===== src/rtl/sub_pkg.sv =====
// -----------------------------------------------------------------------------
// sub_pkg
// Shared definitions for the sequential 16-bit ripple-borrow subtractor:
// FSM state encoding, operand width, nibble count and nibble-index width.
// No ports (package).
// -----------------------------------------------------------------------------
package sub_pkg;

   typedef enum logic [1:0] {
      IDLE = 2'd0,
      BUSY = 2'd1,
      DONE = 2'd2
   } state_t;

   localparam int WIDTH   = 16;
   localparam int NIBBLES = 4;
   localparam int IDX_W   = 2;

endpackage : sub_pkg


===== src/rtl/RBS4b.sv =====
// -----------------------------------------------------------------------------
// RBS4b
// Combinational 4-bit ripple-borrow subtractor: {bout, d} = a - b - bin,
// built from four full-subtractor bit cells chained LSB to MSB.
// Ports:
//   a    in  4  minuend nibble
//   b    in  4  subtrahend nibble
//   bin  in  1  borrow-in (active high)
//   d    out 4  difference nibble
//   bout out 1  borrow-out (active high)
// -----------------------------------------------------------------------------
module RBS4b (
   input  logic [3:0] a,
   input  logic [3:0] b,
   input  logic       bin,
   output logic [3:0] d,
   output logic       bout
);

   logic [4:0] borrowChain;

   assign borrowChain[0] = bin;

   for (genvar i = 0; i < 4; i++) begin : gBitCell
      // Full subtractor: borrow when a < b, or when a == b and a borrow arrives.
      assign d[i]              = a[i] ^ b[i] ^ borrowChain[i];
      assign borrowChain[i+1]  = (~a[i] & b[i]) | (~(a[i] ^ b[i]) & borrowChain[i]);
   end

   assign bout = borrowChain[4];

endmodule : RBS4b


===== src/rtl/seq_sub16.sv =====
// -----------------------------------------------------------------------------
// seq_sub16
// Multi-cycle 16-bit subtractor: D = A - B - BIN, one nibble per clock
// through a single RBS4b slice. Operands accepted over a valid/ready
// handshake in IDLE, four BUSY cycles (nibble 0..3), result held in DONE
// until the downstream handshake.
// Optional feature: define SEQ_SUB16_OVF_EN to add the registered signed
// overflow output OVF.
// Ports:
//   clk        in  1   clock, rising edge
//   rst        in  1   asynchronous active-high reset
//   in_valid   in  1   operands present
//   in_ready   out 1   high only in IDLE
//   arrayA     in  16  minuend
//   arrayB     in  16  subtrahend
//   BIN        in  1   borrow-in
//   out_valid  out 1   high only in DONE
//   out_ready  in  1   downstream accepts result
//   arrayD     out 16  difference (registered)
//   BOUT       out 1   borrow-out (registered)
//   OVF        out 1   signed overflow (registered, SEQ_SUB16_OVF_EN only)
// -----------------------------------------------------------------------------
module seq_sub16
   import sub_pkg::*;
(
   input  logic              clk,
   input  logic              rst,
   input  logic              in_valid,
   output logic              in_ready,
   input  logic [WIDTH-1:0]  arrayA,
   input  logic [WIDTH-1:0]  arrayB,
   input  logic              BIN,
   output logic              out_valid,
   input  logic              out_ready,
   output logic [WIDTH-1:0]  arrayD,
`ifdef SEQ_SUB16_OVF_EN
   output logic              OVF,
`endif
   output logic              BOUT
);

   state_t           state;
   state_t           stateNext;
   logic [IDX_W-1:0] idx;
   logic             borrow;
   logic [WIDTH-1:0] regA;
   logic [WIDTH-1:0] regB;
   logic             accept;
   logic             lastNibble;
   logic [3:0]       nibA;
   logic [3:0]       nibB;
   logic [3:0]       sliceD;
   logic             sliceB;

   // Handshake flags decode straight from the state register, so neither
   // ready nor valid depends combinationally on the opposite-side input.
   assign in_ready   = (state == IDLE);
   assign out_valid  = (state == DONE);
   assign accept     = in_valid && in_ready;
   assign lastNibble = (idx == IDX_W'(NIBBLES - 1));

   // Nibble select feeding the single shared slice.
   assign nibA = regA[{idx, 2'b00} +: 4];
   assign nibB = regB[{idx, 2'b00} +: 4];

   RBS4b uSlice (
      .a    (nibA),
      .b    (nibB),
      .bin  (borrow),
      .d    (sliceD),
      .bout (sliceB)
   );

   always_ff @(posedge clk or posedge rst) begin
      if (rst) begin
         state <= IDLE;
      end else begin
         state <= stateNext;
      end
   end

   always_comb begin
      stateNext = state;
      case (state)
         IDLE:    if (in_valid)   stateNext = BUSY;
         BUSY:    if (lastNibble) stateNext = DONE;
         DONE:    if (out_ready)  stateNext = IDLE;
         default:                 stateNext = IDLE;
      endcase
   end

   // Operand capture; only meaningful after an accept, so no reset needed.
   always_ff @(posedge clk) begin
      if (accept) begin
         regA <= arrayA;
         regB <= arrayB;
      end
   end

   always_ff @(posedge clk or posedge rst) begin
      if (rst) begin
         idx    <= '0;
         borrow <= 1'b0;
         arrayD <= '0;
         BOUT   <= 1'b0;
`ifdef SEQ_SUB16_OVF_EN
         OVF    <= 1'b0;
`endif
      end else begin
         if (accept) begin
            idx    <= '0;
            borrow <= BIN;
         end else if (state == BUSY) begin
            arrayD[{idx, 2'b00} +: 4] <= sliceD;
            borrow <= sliceB;
            idx    <= idx + IDX_W'(1);
            if (lastNibble) begin
               BOUT <= sliceB;
`ifdef SEQ_SUB16_OVF_EN
               // Operands of opposite sign and result sign differing from A.
               OVF  <= (regA[WIDTH-1] != regB[WIDTH-1]) && (sliceD[3] != regA[WIDTH-1]);
`endif
            end
         end
      end
   end

endmodule : seq_sub16


===== config.mk =====
export PLATFORM = sky130hd
export DESIGN_NAME = seq_sub16
export DESIGN_NICKNAME = d
export VERILOG_FILES = /design/src/rtl/sub_pkg.sv /design/src/rtl/RBS4b.sv /design/src/rtl/seq_sub16.sv
export SDC_FILE = /design/constraint.sdc
export NUM_CORES = 1
export LEC_CHECK = 0
export ABC_CLOCK_PERIOD_IN_PS = 4100
export CELL_PAD_IN_SITES_DETAIL_PLACEMENT = 2
export CELL_PAD_IN_SITES_GLOBAL_PLACEMENT = 2
export CORE_ASPECT_RATIO = 1.1
export CORE_MARGIN = 2
export CORE_UTILIZATION = 43
export DETAILED_ROUTE_END_ITERATION = 12
export DONT_BUFFER_PORTS = 1
export PLACE_DENSITY = 0.9
export SLEW_MARGIN = 20
export SYNTH_ARGS = -nofsm -noshare
export SYNTH_HDL_FRONTEND = slang
export SYNTH_SLANG_ARGS = --single-unit
export TNS_END_PERCENT = 20

===== constraint.sdc =====
create_clock -name clk -period 4.1 [get_ports clk]
set_clock_uncertainty 0.15 [all_clocks]
set_input_delay 0.41 -clock clk [delete_from_list [all_inputs] [get_ports clk]]
set_output_delay 0.41 -clock clk [all_outputs]
set_load 0.05 [all_outputs]

==> flow_summary.rst, run 1 <==
.. list-table::
   :header-rows: 1

   * - Metric
     - Value
   * - Run status
     - complete, no violations
   * - Net switching power figure
     - 0.001010 W
   * - Number of violations reported at the end of detailed-routing iteration 0
     - 16
   * - Cell Count Post-Placement
     - 204
   * - Largest family of logic cells by synthesized area
     - multiplexers
   * - Count leader, synth
     - sky130_fd_sc_hd__edfxtp_1
   * - RSZ-0062 raised after global routing
     - false
   * - Post-CTS setup buffer count
     - 0
   * - Synth top area share
     - 0.4192
   * - Routed len/inst
     - 21.10 um
   * - Worst slack after detailed placement
     - 0.6137 ns
   * - Fin nets
     - 200
   * - Relative contribution of sequential cells to total power
     - 0.474
   * - Post-CTS resize count
     - 0
   * - First-pass GRT wire length
     - 7314 um
   * - Inserted Clock Buffers
     - 5
   * - Pins over their slew limit
     - 0
   * - Max Clock Freq
     - 289.6 MHz
   * - Data arrival time of the critical path
     - 3.50 ns
   * - Placer Congestion
     - 0.7922
   * - Share of synthesized cell area in full adder, half adder and majority cells
     - 0.06769
   * - Max_cap viols
     - 0
   * - GR Layer Usage met1
     - 0.1765
   * - Number of instances in the synthesized netlist
     - 147
   * - TritonRoute pass-1 iters
     - 4
   * - Share of the clock period used by the worst path
     - 0.8421
   * - Simple-gate area share of the yosys netlist
     - 0.08079
   * - Post-Layout Cell Count
     - 212
   * - Proportion of power drawn by the clock network
     - 0.154
   * - Class of the most critical hold timing path
     - in2async
   * - Maximum VDD drop
     - 0.3378 mV
   * - Average cell area after synthesis
     - 15.59 um^2
   * - Clock slew at reported path FFs
     - 0.09 ns
   * - Area contributors post-synth
     - sky130_fd_sc_hd__edfxtp_1 (42%), sky130_fd_sc_hd__dfrtp_1 (24%), sky130_fd_sc_hd__mux4_2 (6.9%)
   * - Antenna violations before repair
     - 0
   * - Library cell occupying the most area in the post-synthesis netlist
     - sky130_fd_sc_hd__edfxtp_1
   * - Post-Synthesis Net Count
     - 194
   * - Prevailing post-synth register cell
     - sky130_fd_sc_hd__edfxtp_1
   * - Final Worst Setup Slack
     - 0.6475 ns
   * - Clock tree from TritonCTS
     - yes
   * - Fraction of power consumed by combinational cells
     - 0.372
   * - Total half-perimeter wirelength after legalization and detailed placement
     - 3510 um
   * - Startpoint-to-endpoint class of the critical path
     - reg2reg
   * - Relative slew margins
     - 0.3796
   * - Final design utilization
     - 0.4881
   * - Number of warning messages in the yosys log
     - 0
   * - Static leakage power
     - 0.9550 nW
   * - Critical Path Source Type
     - flop
   * - GRT Util Overall
     - 0.1694
   * - Switching portion of total power
     - 0.4508
   * - Count of endpoints failing hold in the final timing report
     - 0
   * - Xor-xnor portion of the synthesized cell area
     - 0
   * - Met3 usage in global routing
     - 0.05019
   * - Cell types with the highest counts after synthesis
     - sky130_fd_sc_hd__edfxtp_1 (32), sky130_fd_sc_hd__dfrtp_1 (22), sky130_fd_sc_hd__nand2_1 (20), sky130_fd_sc_hd__inv_1 (12), sky130_fd_sc_hd__o31ai_1 (8)
   * - Row count
     - 27
   * - Number of buffers inserted by port buffering
     - 0
   * - Share of cells above drive strength 1
     - 0.1494
   * - Area of the placeable core
     - 0.005067 mm^2
   * - Number of synthesized flops with an enable pin
     - 32
   * - Skew-Pair Late Insertion Delay
     - 0.30 ns
   * - Count of unique library cells instantiated by Yosys
     - 31
   * - Area added between synthesis and finish
     - 7.915%
   * - Die boundary width
     - 73.62 um
   * - GR Overflow Total
     - 0
   * - Count of boundary I/O pins
     - 56
   * - Area fraction in compound gates after synthesis
     - 0.07369
   * - CTS Sinks
     - 54
   * - Number of global-route vias before repair
     - 1469
   * - Remaining routing DRC violations
     - 0
   * - Combined area of all synthesized cells
     - 0.002292 mm^2
   * - Post-synthesis sequential area ratio
     - 0.6594
   * - CP Capture Type
     - flop
   * - Power density cells
     - 905.7 mW/mm^2
   * - Clk Tree Root Cell
     - sky130_fd_sc_hd__clkbuf_8
   * - Overall Power
     - 0.002240 W
   * - Total Wirelength
     - 4474 um
   * - Maximum buffer depth of the clock tree
     - 2
   * - Floorplan die area
     - 0.005932 mm^2
   * - Number of nets still failing antenna checks after routing
     - 0
   * - Die extent in y
     - 80.58 um
   * - Clock period minus final worst setup slack
     - 3.453 ns
   * - Flops & latches, synth
     - 54
   * - Largest net degree at the start of global routing
     - 33
   * - Share of synthesized area spent on multiplexers
     - 0.09007
   * - Post-detailed-route via-to-cell ratio
     - 5.698
   * - Hold bufs inserted after CTS
     - 0
   * - Share of flip-flops with an asynchronous set or reset after synthesis
     - 0.4074
   * - Busiest layer in global routing
     - met2
   * - Vias after detailed routing
     - 1208
   * - Worst-path maximum fanout
     - 10
   * - Endpoint required time on the critical path
     - 4.15 ns
   * - # setup viols final
     - 0
   * - Least-Margin Pin Slew
     - 0.9272 ns
   * - Power Internal
     - 0.001230 W
   * - TNS Setup
     - 0 ns
   * - Starting density of the core
     - 0.4523
   * - H-tree depth
     - 2
   * - Met2 global-route usage
     - 0.3125
   * - Antenna cell count
     - 0
routing by layer:
metal  routed length [um]  vias up  part of all wire
met5                    0        -                 0
met4                   72        0             0.016
met3                  254        8             0.057
met2                 2438       50              0.54
met1                 1710      602              0.38
li1                     -      548                 -
placed cells by master, fill, tap and decap left out:
| cell | Yosys | routed |
|---|---|---|
| sky130_fd_sc_hd__inv_1 | 12 | 12 |
| sky130_fd_sc_hd__a21oi_1 | 2 | 2 |
| sky130_fd_sc_hd__nor2_1 | 2 | 2 |
| sky130_fd_sc_hd__buf_4 | 1 | 2 |
| sky130_fd_sc_hd__inv_2 | 1 | 1 |
| sky130_fd_sc_hd__nand2b_1 | 2 | 2 |
| sky130_fd_sc_hd__nor4bb_1 | 1 | 1 |
| sky130_fd_sc_hd__or2_1 | 2 | 2 |
| sky130_fd_sc_hd__nor3b_1 | 1 | 1 |
| sky130_fd_sc_hd__clkbuf_1 | 1 | 1 |
| sky130_fd_sc_hd__fa_1 | 4 | 4 |
| sky130_fd_sc_hd__nand3b_1 | 4 | 4 |
| sky130_fd_sc_hd__and2b_1 | 1 | 1 |
| sky130_fd_sc_hd__and2_1 | 1 | 1 |
| sky130_fd_sc_hd__o31ai_1 | 8 | 8 |
| sky130_fd_sc_hd__o41ai_1 | 2 | 2 |
| sky130_fd_sc_hd__clkbuf_8 | 0 | 5 |
| sky130_fd_sc_hd__nand3_1 | 1 | 1 |
| sky130_fd_sc_hd__o31ai_2 | 4 | 4 |
| sky130_fd_sc_hd__mux4_2 | 7 | 7 |
| sky130_fd_sc_hd__mux4_1 | 1 | 1 |
| sky130_fd_sc_hd__dfrtp_1 | 22 | 22 |
| sky130_fd_sc_hd__nand2_1 | 20 | 20 |
| sky130_fd_sc_hd__or3_4 | 1 | 1 |
| sky130_fd_sc_hd__edfxtp_1 | 32 | 32 |
| sky130_fd_sc_hd__o21ai_1 | 3 | 3 |
| sky130_fd_sc_hd__a22o_1 | 1 | 1 |
| sky130_fd_sc_hd__a22oi_1 | 1 | 1 |
| sky130_fd_sc_hd__mux2_2 | 1 | 1 |
| sky130_fd_sc_hd__clkinvlp_4 | 0 | 1 |
| sky130_fd_sc_hd__bufinv_16 | 0 | 1 |
| sky130_fd_sc_hd__ha_1 | 6 | 6 |
| sky130_fd_sc_hd__mux2_1 | 1 | 1 |
metrics by stage:
step                instance area (um^2)  hold slack, ns
floorplan                           2292          0.2492
global placement                    2364          0.3375
detailed placement                  2364          0.3589
CTS                                 2474         0.02499
global route                        2474         0.02499
finish                              2474        0.009426
flip-flops by register name, summed over array words and instances, names as in the netlist:
register  flops
BOUT          1
idx           2
regA         16
state         2
borrow        1
arrayD       16
regB         16
area by class of cell:
class,instances,area (um^2)
clock buffers,6,72.57
clock inverters,2,37.54
fillers,469,2594
inverters,13,48.80
multi-input cells,77,715.7
flip-flops and latches,54,1511
well taps,58,72.57
repair buffers,2,15.01
power groups by stage:
| stage | registers (W) | clock network (W) | logic, W |
|---|---|---|---|
| after detailed placement | 0.00108 | 0 | 0.000851 |
| final | 0.00106 | 0.000345 | 0.000833 |
| after CTS | 0.00106 | 0.000358 | 0.000856 |
| after global routing | 0.00108 | 0.000373 | 0.000937 |
| after global placement | 0.00106 | 0 | 0.000767 |
| after floorplan | 0.00101 | 0 | 0.000650 |
worst paths after layout:
kind,start,to,slack [ns],cells past startpoint
setup / recovery,idx[0]$_DFFE_PP0P_,arrayD[11]$_DFFE_PP0P_,0.65,9
hold / removal,rst,arrayD[14]$_DFFE_PP0P_,0.009,1
setup reg to reg,idx[0]$_DFFE_PP0P_,arrayD[11]$_DFFE_PP0P_,0.65,9
hold reg to reg,borrow$_DFFE_PP0P_,borrow$_DFFE_PP0P_,0.48,2
max in group asynchronous,rst,idx[1]$_DFFE_PP0P_,3.25,1
min in group clk,out_ready,state[1]$_DFFE_PP0P_,0.04,1
critical path, stage by stage, from the launching register on:
cell and delay (ns):
sky130_fd_sc_hd__dfrtp_1 0.61, sky130_fd_sc_hd__buf_4 0.28, sky130_fd_sc_hd__mux4_2 0.54, sky130_fd_sc_hd__fa_1 0.39, sky130_fd_sc_hd__inv_1 0.08, sky130_fd_sc_hd__fa_1 0.18
sky130_fd_sc_hd__fa_1 0.17, sky130_fd_sc_hd__inv_1 0.05, sky130_fd_sc_hd__fa_1 0.53, sky130_fd_sc_hd__o41ai_1 0.37
kinds of logic (layout without fill, tap and decap cells):
kind of cell / Yosys count / in the layout
mux: 10 / 10
compound gates: 21 / 21
buf+inv: 16 / 23
flops: 54 / 54
fa+ha+maj: 10 / 10
simple gates: 36 / 36
Note: power is estimated with default switching activity, not from simulation.
==> run 2: changes to the inputs <==
ABC_AREA = 1   (was not set)
ABC_CLOCK_PERIOD_IN_PS = 3090   (was 4100)
CORE_UTILIZATION = 35   (was 43)
PLACE_DENSITY = 0.86   (was 0.9)
clock period = 3.09 ns   (was 4.1 ns; I/O delays follow)
==> run 2 against run 1 <==
Compared with the run above: wire length is 46% higher; sequential power up 22%; sequential share of layout area down 11 points; via count is 48% higher.
==> flow_summary.rst, run 2 <==
.. list-table::
   :header-rows: 1

   * - Metric
     - Value
   * - Run status
     - complete, no violations (unchanged)
   * - Top library cells by usage in the layout, fill and taps aside
     - sky130_fd_sc_hd__nand2_1 (68), sky130_fd_sc_hd__dlygate4sd3_1 (35), sky130_fd_sc_hd__edfxtp_1 (32) (was sky130_fd_sc_hd__edfxtp_1 (32), sky130_fd_sc_hd__dfrtp_1 (22), sky130_fd_sc_hd__nand2_1 (20))
   * - Post-detailed-route via-to-cell ratio
     - 4.964 (was 5.698)
   * - Power density cells
     - 1120 mW/mm^2 (was 905.7 mW/mm^2)
   * - CTS Sinks
     - 54 (unchanged)
   * - Share of flip-flops with an asynchronous set or reset after synthesis
     - 0.4074 (unchanged)
   * - Fin nets
     - 323 (was 200)
   * - GR Overflow Total
     - 0 (unchanged)
   * - Data arrival time of the critical path
     - 3.10 ns (was 3.50 ns)
   * - Maximum buffer depth of the clock tree
     - 2 (unchanged)
   * - Post-Layout Cell Count
     - 359 (was 212)
   * - Antenna cell count
     - 0 (unchanged)
   * - Number of instances in the synthesized netlist
     - 228 (was 147)
   * - Relative slew margins
     - 0.3456 (was 0.3796)
   * - Count of unique library cells instantiated by Yosys
     - 16 (was 31)
   * - Number of nets still failing antenna checks after routing
     - 0 (unchanged)
   * - Least-Margin Pin Slew
     - 0.9780 ns (was 0.9272 ns)
   * - Startpoint-to-endpoint class of the critical path
     - reg2reg (unchanged)
   * - Xor-xnor portion of the synthesized cell area
     - 0 (unchanged)
   * - Number of global-route vias before repair
     - 2089 (was 1469)
   * - First-pass GRT wire length
     - 10440 um (was 7314 um)
   * - Largest family of logic cells by synthesized area
     - simple AND/OR/NAND/NOR gates (was multiplexers)
   * - # setup viols final
     - 0 (unchanged)
   * - Synth top area share
     - 0.4053 (was 0.4192)
   * - Overall Power
     - 0.003409 W (was 0.002240 W)
   * - Floorplan die area
     - 0.007450 mm^2 (was 0.005932 mm^2)
   * - Post-synthesis sequential area ratio
     - 0.6375 (was 0.6594)
   * - Die extent in y
     - 90.33 um (was 80.58 um)
   * - GRT Util Overall
     - 0.1893 (was 0.1694)
   * - Largest registers ranked by flip-flop count
     - arrayD (16), regA (16), regB (16) (unchanged)
   * - Share of synthesized cell area in full adder, half adder and majority cells
     - 0.06544 (was 0.06769)
   * - Number of violations reported at the end of detailed-routing iteration 0
     - 44 (was 16)
   * - Total half-perimeter wirelength after legalization and detailed placement
     - 4021 um (was 3510 um)
   * - Antenna violations before repair
     - 0 (unchanged)
   * - Library cell contributing the largest single delay on the critical path
     - sky130_fd_sc_hd__fa_1 (was sky130_fd_sc_hd__dfrtp_1)
   * - Share of synthesized area spent on multiplexers
     - 0 (was 0.09007)
   * - Skew-Pair Late Insertion Delay
     - 0.31 ns (was 0.30 ns)
   * - Area of the placeable core
     - 0.006555 mm^2 (was 0.005067 mm^2)
   * - Footprint of the flip-flops and latches
     - 0.001513 mm^2 (was 0.001511 mm^2)
   * - Average cell area after synthesis
     - 10.40 um^2 (was 15.59 um^2)
   * - Max_cap viols
     - 0 (unchanged)
   * - Placer Congestion
     - 0.8229 (was 0.7922)
   * - Library cell occupying the most area in the post-synthesis netlist
     - sky130_fd_sc_hd__edfxtp_1 (unchanged)
   * - TritonRoute pass-1 iters
     - 4 (unchanged)
   * - Area post-placement
     - 0.002495 mm^2 (was 0.002364 mm^2)
   * - Count leader, synth
     - sky130_fd_sc_hd__nand2_1 (was sky130_fd_sc_hd__edfxtp_1)
   * - Inserted Clock Buffers
     - 5 (unchanged)
   * - Count of cells along the worst register-to-register path
     - 14 (was 9)
   * - Most frequent standard cell in the layout excluding fill and tap cells
     - sky130_fd_sc_hd__nand2_1 (was sky130_fd_sc_hd__edfxtp_1)
   * - Clock period minus final worst setup slack
     - 2.994 ns (was 3.453 ns)
   * - Worst slack after detailed placement
     - -0.03419 ns (was 0.6137 ns)
   * - Clk Tree Root Cell
     - sky130_fd_sc_hd__clkbuf_8 (unchanged)
   * - Pins over their slew limit
     - 0 (unchanged)
   * - Count of boundary I/O pins
     - 56 (unchanged)
   * - Final Worst Setup Slack
     - 0.09640 ns (was 0.6475 ns)
   * - Worst reg2reg path endpoint
     - arrayD[11]$_DFFE_PP0P_ (unchanged)
   * - Die boundary width
     - 82.48 um (was 73.62 um)
   * - Static leakage power
     - 1.321 nW (was 0.9550 nW)
   * - H-tree depth
     - 2 (unchanged)
   * - Worst setup endpoint
     - arrayD[11]$_DFFE_PP0P_ (unchanged)
   * - Class of the most critical hold timing path
     - in2reg (was in2async)
   * - Reg-to-reg setup timing slack
     - 0.1 ns (was 0.65 ns)
   * - Endpoint required time on the critical path
     - 3.20 ns (was 4.15 ns)
   * - Number of fillers in the final layout
     - 673 (was 469)
   * - Prevailing post-synth register cell
     - sky130_fd_sc_hd__edfxtp_1 (unchanged)
   * - Flops & latches, synth
     - 54 (unchanged)
   * - Area added between synthesis and finish
     - 28.39% (was 7.915%)
   * - Combined area of all synthesized cells
     - 0.002371 mm^2 (was 0.002292 mm^2)
   * - Worst-path maximum fanout
     - 4 (was 10)
   * - Critical Path Source Type
     - flop (unchanged)
   * - Clock slew at reported path FFs
     - 0.10 ns (was 0.09 ns)
   * - Clock tree from TritonCTS
     - yes (unchanged)
   * - Largest net degree at the start of global routing
     - 33 (unchanged)
   * - Cell types with the highest counts after synthesis
     - sky130_fd_sc_hd__nand2_1 (69), sky130_fd_sc_hd__edfxtp_1 (32), sky130_fd_sc_hd__nand3_1 (25), sky130_fd_sc_hd__nor2_1 (23), sky130_fd_sc_hd__dfrtp_1 (22) (was sky130_fd_sc_hd__edfxtp_1 (32), sky130_fd_sc_hd__dfrtp_1 (22), sky130_fd_sc_hd__nand2_1 (20), sky130_fd_sc_hd__inv_1 (12), sky130_fd_sc_hd__o31ai_1 (8))
   * - Max Clock Freq
     - 334.0 MHz (was 289.6 MHz)
   * - Area fraction in compound gates after synthesis
     - 0.04538 (was 0.07369)
   * - Multi-input combinational cell area
     - 765.7 um^2 (was 715.7 um^2)
   * - CP Launch Point
     - idx[1]$_DFFE_PP0P_ (was idx[0]$_DFFE_PP0P_)
   * - Number of buffers inserted by port buffering
     - 0 (unchanged)
   * - Simple-gate area share of the yosys netlist
     - 0.2037 (was 0.08079)
   * - Area contributors post-synth
     - sky130_fd_sc_hd__edfxtp_1 (41%), sky130_fd_sc_hd__dfrtp_1 (23%), sky130_fd_sc_hd__nand2_1 (11%) (was sky130_fd_sc_hd__edfxtp_1 (42%), sky130_fd_sc_hd__dfrtp_1 (24%), sky130_fd_sc_hd__mux4_2 (6.9%))
   * - Hold path cells
     - 2
   * - Worst reg2reg path startpoint
     - idx[1]$_DFFE_PP0P_ (was idx[0]$_DFFE_PP0P_)
   * - Hold_sp
     - BIN
   * - Final design utilization
     - 0.4644 (was 0.4881)
   * - Critical-path cell list
     - clkinvlp_4 > buf_4 > o211ai_1 > nand2_1 > fa_2 > inv_2 > fa_2 > fa_2 > inv_2 > fa_1 > nor2_2 > buf_4 > nand3_1 > nand2_1 (was buf_4 > mux4_2 > fa_1 > inv_1 > fa_1 > fa_1 > inv_1 > fa_1 > o41ai_1)
   * - Remaining routing DRC violations
     - 0 (unchanged)
   * - Most common cell on crit path
     - sky130_fd_sc_hd__fa_2 (was sky130_fd_sc_hd__fa_1)
   * - Maximum VDD drop
     - 0.4214 mV (was 0.3378 mV)
   * - Stage delay of the slowest cell on the critical path
     - 0.52 ns (was 0.61 ns)
   * - Number of warning messages in the yosys log
     - 0 (unchanged)
   * - Total Wirelength
     - 6517 um (was 4474 um)
   * - Row count
     - 31 (was 27)
   * - Share of cells above drive strength 1
     - 0.1119 (was 0.1494)
   * - Number of synthesized flops with an enable pin
     - 32 (unchanged)
   * - Starting density of the core
     - 0.3617 (was 0.4523)
   * - Count of endpoints failing hold in the final timing report
     - 0 (unchanged)
   * - Share of the clock period used by the worst path
     - 0.9688 (was 0.8421)
   * - CP Capture Type
     - flop (unchanged)
   * - Post-route standard cell area excluding fillers
     - 0.003044 mm^2 (was 0.002474 mm^2)
   * - Cell Count Post-Placement
     - 312 (was 204)
   * - Routed len/inst
     - 18.15 um (was 21.10 um)
   * - Vias after detailed routing
     - 1782 (was 1208)
   * - Post-Synthesis Net Count
     - 275 (was 194)
run 2: cell count changes in the layout (fill, tap and decap cells not counted), moves of 9 or more:
cell                            change
sky130_fd_sc_hd__dlygate4sd3_1     +35
sky130_fd_sc_hd__nand2_1           +48
sky130_fd_sc_hd__nand3_1           +23
sky130_fd_sc_hd__o21ai_0           +12
sky130_fd_sc_hd__buf_4              +9
sky130_fd_sc_hd__nor2_1            +19
run 2: worst min-delay path by stage:
stage                               endpoint  slack [ns]
after floorplan             BOUT$_DFFE_PP0P_        0.15
after global routing      borrow$_DFFE_PP0P_        0.05
after CTS                 borrow$_DFFE_PP0P_       0.009
after detailed placement  regB[11]$_DFFE_PP_        0.26
after global placement    regA[11]$_DFFE_PP_        0.26
final                     borrow$_DFFE_PP0P_        0.03
run 2: area by class of cell:
type                            instances  area share
Multi-Input combinational cell        148      0.2515
Timing Repair Buffer                   47      0.1459
Tap cell                               82     0.03370
Clock buffer                            5     0.02261
Clock inverter                          3     0.02096
Sequential cell                        54      0.4969
Inverter                               20     0.02836
run 2: cell families after synthesis:
kind of cell    after synthesis
simple gates                119
flops                        54
buf+inv                      26
compound gates               19
fa+ha+maj                    10
run 2: timing repair:
action	in CTS	in global routing
resized for setup	2	15
pin swaps	0	4
buffers inserted	0	4
hold buffers	35	0
endpoints found under the setup margin	2	4
hold endpoints to repair	56	0
run 2: stage by stage:
stage | setup TNS, ns | hold WS [ns]
global route | -0.1579 | 0.04757
finish | 0 | 0.03242
detailed placement | -0.06432 | 0.2579
CTS | 0 | 0.008743
floorplan | 0 | 0.1482
global placement | 0 | 0.2579
run 2: metal layers:
metal  up-vias  GRT usage  wire, um
met2        39     0.3515      3703
met5         -          0         0
met3         6    0.04000       260
met4         0    0.06528        72
met1       895     0.2035      2481
li1        842          -         -
run 2: critical path, delay by kind of cell (launching register included):
family,cells,cell delay [ns]
adder cells (fa/ha/maj),4,1.28
buffers and inverters,5,0.54
AND/OR/NAND/NOR,4,0.44
flip-flops,1,0.41
AO/OA/AOI/OAI,1,0.11
run 2: where the power goes:
group | switching [W] | internal (W) | leakage, nW
Combinational | 0.00100 | 0.000560 | 0.665
Sequential | 0.000325 | 0.000963 | 0.591
Clock | 0.000236 | 0.000321 | 0.0658
Total | 0.00157 | 0.00184 | 1.32
